### config.mk
export PLATFORM = sky130hd
export DESIGN_NAME = shift_counter_gen
export DESIGN_NICKNAME = d
export VERILOG_FILES = /design/src/rtl/shift_counter_pkg.sv /design/src/rtl/shift_counter_decode.sv /design/src/rtl/shift_counter_gen.sv
export SDC_FILE = /design/constraint.sdc
export NUM_CORES = 1
export LEC_CHECK = 0
export BUFFER_PORTS_ARGS = -buffer_cell sky130_fd_sc_hd__buf_4
export CORE_ASPECT_RATIO = 1.2
export CORE_MARGIN = 5
export CORE_UTILIZATION = 49
export CTS_CLUSTER_SIZE = 14
export DETAILED_ROUTE_END_ITERATION = 8
export PLACE_DENSITY = 0.8
export SLEW_MARGIN = 10
export SYNTH_ARGS = -nofsm -noshare
export SYNTH_HDL_FRONTEND = slang
export SYNTH_SLANG_ARGS = --single-unit
export TNS_END_PERCENT = 10
### constraint.sdc
create_clock -name clk -period 2.7 [get_ports clk]
set_input_delay 0.81 -clock clk [delete_from_list [all_inputs] [get_ports clk]]
set_output_delay 0.81 -clock clk [all_outputs]
set_load 0.1 [all_outputs]
### src/rtl/shift_counter_pkg.sv
// Shared constants and helpers for the Johnson/ring shift counter.
// Imported by the decoder and the top level.
package shift_counter_pkg;

  localparam int MODE_JOHNSON = 0;
  localparam int MODE_RING    = 1;

  // Ring counters park on bit 0; Johnson counters park on all-zero.
  function automatic logic [31:0] reset_value(int mode, int width);
    logic [31:0] v;
    v = '0;
    if (mode == MODE_RING && width > 0) v[0] = 1'b1;
    return v;
  endfunction

endpackage

### src/rtl/shift_counter_decode.sv
// Combinational legality check and phase index for one state vector.
// Used on both the load value and the live count.
module shift_counter_decode
  import shift_counter_pkg::*;
#(
  parameter int WIDTH = 4,
  parameter int MODE  = MODE_JOHNSON,
  localparam int PW   = $clog2(2 * WIDTH)
) (
  input  logic [WIDTH-1:0] state_i,
  output logic             legal_o,
  output logic [PW-1:0]    phase_o
);

  logic [WIDTH-1:0] th;
  int               pop;

  // Classify the pattern and derive its index in the sequence.
  always_comb begin
    legal_o = 1'b0;
    phase_o = '0;
    th      = '0;
    pop     = 0;
    if (MODE == MODE_RING) begin
      legal_o = $onehot(state_i);
      for (int i = 0; i < WIDTH; i++)
        if (state_i[i]) phase_o = PW'(i);
    end else begin
      for (int k = 0; k <= WIDTH; k++) begin
        if (state_i == th || state_i == ~th) legal_o = 1'b1;
        th = {th[WIDTH-2:0], 1'b1};
      end
      for (int i = 0; i < WIDTH; i++)
        pop = pop + int'(state_i[i]);
      if (state_i[WIDTH-1]) phase_o = PW'(2 * WIDTH - pop);
      else                  phase_o = PW'(pop);
    end
  end

endmodule

### src/rtl/shift_counter_gen.sv
// Parametrised Johnson / ring shift counter with load, direction,
// legality checking, self-correction and a registered phase index.
module shift_counter_gen
  import shift_counter_pkg::*;
#(
  parameter int WIDTH = 4,
  parameter int MODE  = MODE_JOHNSON,
  localparam int PW   = $clog2(2 * WIDTH)
) (
  input  logic             clk,
  input  logic             reset,
  input  logic             en,
  input  logic             dir,
  input  logic             load,
  input  logic [WIDTH-1:0] load_val,
  output logic [WIDTH-1:0] count,
  output logic [PW-1:0]    phase,
  output logic             wrap,
  output logic             err
);

  localparam int N = (MODE == MODE_RING) ? WIDTH : 2 * WIDTH;
  localparam logic [WIDTH-1:0] RST  = WIDTH'(reset_value(MODE, WIDTH));
  localparam logic [PW-1:0]    LAST = PW'(N - 1);

  logic [WIDTH-1:0] count_q, count_d;
  logic [PW-1:0]    phase_q, phase_d;
  logic             wrap_q, wrap_d;
  logic             err_q, err_d;

  logic             ld_legal, cur_legal;
  logic [PW-1:0]    ld_phase, cur_phase;

  shift_counter_decode #(.WIDTH(WIDTH), .MODE(MODE)) u_ld_dec (
    .state_i (load_val),
    .legal_o (ld_legal),
    .phase_o (ld_phase)
  );

  shift_counter_decode #(.WIDTH(WIDTH), .MODE(MODE)) u_cur_dec (
    .state_i (count_q),
    .legal_o (cur_legal),
    .phase_o (cur_phase)
  );

  // Next-state mux: load, then recovery from an illegal state, then step.
  always_comb begin
    count_d = count_q;
    phase_d = cur_phase;
    wrap_d  = 1'b0;
    err_d   = 1'b0;
    if (load) begin
      if (ld_legal) begin
        count_d = load_val;
        phase_d = ld_phase;
      end else begin
        count_d = RST;
        phase_d = '0;
        err_d   = 1'b1;
      end
    end else if (!cur_legal) begin
      count_d = RST;
      phase_d = '0;
      err_d   = 1'b1;
    end else if (en) begin
      if (!dir) begin
        if (MODE == MODE_RING)
          count_d = {count_q[WIDTH-2:0], count_q[WIDTH-1]};
        else
          count_d = {count_q[WIDTH-2:0], ~count_q[WIDTH-1]};
        phase_d = (cur_phase == LAST) ? '0 : cur_phase + 1'b1;
        wrap_d  = (cur_phase == LAST);
      end else begin
        if (MODE == MODE_RING)
          count_d = {count_q[0], count_q[WIDTH-1:1]};
        else
          count_d = {~count_q[0], count_q[WIDTH-1:1]};
        phase_d = (cur_phase == '0) ? LAST : cur_phase - 1'b1;
        wrap_d  = (cur_phase == '0);
      end
    end
  end

  // State and output registers, cleared asynchronously.
  always_ff @(posedge clk or posedge reset) begin
    if (reset) begin
      count_q <= RST;
      phase_q <= '0;
      wrap_q  <= 1'b0;
      err_q   <= 1'b0;
    end else begin
      count_q <= count_d;
      phase_q <= phase_d;
      wrap_q  <= wrap_d;
      err_q   <= err_d;
    end
  end

  assign count = count_q;
  assign phase = phase_q;
  assign wrap  = wrap_q;
  assign err   = err_q;

endmodule

==> impl_results.md <==
* Width of the die at 49.9 um
* Worst-skew pair later-pin latency at 270 ps
* Mapped Cells at 99
* Mapped cell area at 937 um2
* Routability congestion estimate at 0.938
* Most frequent cells in the layout: buf_4, inv_1, nand2_1, ha_1, dfrtp_1
* Post-DP HPWL at 1.73 mm
* Setup WS post-layout at -147 ps
* Die ar. at a little under 0.003 mm2
* Worst slew pin tran at 586 ps
* Initial DRC Count at 7
* CP Max Fanout at 4
* CTS sink cnt at 9
* Required time of the critical path at roughly 2900 ps
* Synth Warn # at 0
* Via count at 791
* Critical path type: flip-flop to flip-flop
* Layout cells sized above 1 at 46.5%
* Tcrit/Tclk final at 105%
* Final ANT Viol Nets at 0
* Starting Density at roughly half
* Mapped Nets at 125
* # rows at 17
* Setup Viol. Count Final at 1
* Most common cell after layout, fill and taps aside: buf_4
* Outcome: finished with violations
* Yosys reg bits at 9
* Post-synth EDFFs at 0
* Synthesized area per cell at 9.47 um2
* Detailed-router iteration count before antenna repair at 5
* Hold crit path type: primary input to asynchronous set/reset pin
* Worst path cell trace: inv_4 -> ha_4 -> inv_2 -> fa_2 -> inv_2 -> ha_4 -> inv_2 -> ha_4 -> mux2i_4 -> ha_2 -> nand2_1 -> mux4_2 -> a22o_1
* Achievable Freq at 351 MHz
* Multi-input combinational cell area at 691 um2
* Placed cell count at roughly 140
* CTS tree: done
* Slowest stage delay, CP at 470 ps
* Layout Skew at ~7.4 ps
* Core area at roughly 0.0018 mm2
* Final WL at ~2.0 mm
* CTS Buf Count at 3
* Slew Viols, Final at 0
* Root buffer cell: clkbuf_4
* Crit path DAT at 3000 ps
* DR WL/cell at 13.7 um
* Area growth from synthesis to layout at 33.1%
* Final Instance Area at approximately 0.0012 mm2
* Largest net degree at the start of global routing at 13
* DRC violations left at 0
* Failing checks: setup timing
* First-pass GRT wire length at 3.67 mm
* GRT Util Overall at 15.9%
* Slowest CP cell: mux4_2
* Crit end category: flip-flop
* Ys async rst share at 100%
* Sequential area share after synthesis at roughly a quarter
* Via density at 5.42
* Max Buffers Root-to-Sink at 2
* RSZ-0062 raised after global routing: yes
* Pre-CTS setup slack at -151 ps
* Placed Area at approximately 0.0012 mm2
* Layout Cells excl Fill at between 100 and 150
* Seq. cell area at 235 um2
* Synth cell types at 32
* Max-slew headroom at 60.9%
* Primary FF master, synth: dfrtp_1
* Tmin final at 2850 ps
* Max_cap viols at 0
* Fin nets at 154
* Buffers added on ports at 17
* Vias in the first global route at 827
* Ports at 18
* Fill cell count at 148
* Worst setup SP type: flip-flop
* Die height at 57.9 um
* Hold buffers post-CTS at 0
* Worst-path clk slew at ~60 ps
* H-tree depth at 1
* N_diodes at 0
* Hold Fails Final Rpt at 0
* Antenna violations before repair at 0
* GR Overflow Total at 0
==> flip-flops by register name, summed over array words and instances, names as in the netlist <==
signal  flops
count       4
wrap        1
phase       3
err         1
==> cells in the mapped netlist (2+ instances only) <==
master	instances	share of area, %
nand2b_1	3	2.0
buf_2	2	1.1
a21oi_2	4	3.7
xnor2_1	3	2.8
fa_1	2	4.3
dfrtp_1	9	24
o21ai_0	2	1.1
o211ai_1	4	3.2
ha_1	15	20
nor2_1	3	1.2
mux2i_1	2	2.1
nand2_1	9	3.6
inv_1	19	7.6
a22oi_1	4	3.2
==> worst max-delay path, delay by kind of cell, from the launching register on <==
family | cells | cell delay (ps)
fa+ha+maj | 5 | 1160
mux | 2 | 660
flops | 1 | 430
compound gates | 1 | 240
buf+inv | 4 | 200
simple gates | 1 | 50
==> cell type report <==
class	instances	share of cell area, %
multi-input combinational	69	55.4
sequential	9	18.9
timing repair buffer	26	15.6
inverter	19	6.12
clock buffer	4	2.11
tap	19	1.91
==> what timing repair did <==
| action | in CTS | in global routing |
|---|---|---|
| pin swaps | 0 | 3 |
| setup buffers | 0 | 1 |
| hold endpoints to repair | 0 | 0 |
| gates resized for setup | 1 | 0 |
| setup endpoints to repair | 2 | 3 |
==> per-layer routing <==
| metal | track usage, % | vias up | wire (um) |
|---|---|---|---|
| li1 | - | 388 | - |
| met2 | 26.5 | 21 | 1050 |
| met3 | 4.37 | 4 | 104 |
| met5 | 0 | - | 0 |
| met1 | 19.5 | 378 | 817 |
| met4 | 5.62 | 0 | 29 |
==> cells by family after synthesis <==
group	Yosys count	synth area share, %
AO/OA/AOI/OAI	24	23.1
buffers and inverters	21	8.68
flip-flops	9	24.0
adder cells (fa/ha/maj)	17	24.3
XOR/XNOR	4	3.74
multiplexers	3	4.54
AND/OR/NAND/NOR	21	11.6
==> worst paths after layout <==
check	startpoint	endpoint	slack, ps	cells past startpoint
hold / removal	reset	phase[2]	500	2
setup / recovery	count[0]	phase[2]	-150	13
min in group clk	count[3]	count[3]	610	2
setup reg to reg	count[0]	phase[2]	-150	13
max in group asynchronous	reset	count[1]	1930	2
hold reg to reg	count[3]	count[3]	610	2
==> stage by stage <==
step,util (%),hold WS [ps],TNS [ps]
finish,68.2,498,-147
global route,68.2,527,-320
CTS,67.8,502,-166
detailed placement,66.3,587,-172
global placement,66.3,572,-71.0
floorplan,-,638,-497
Power is left out: the tool's default activity adds up to more than one toggle a clock period on the data nets, which glitch-free logic cannot reach.
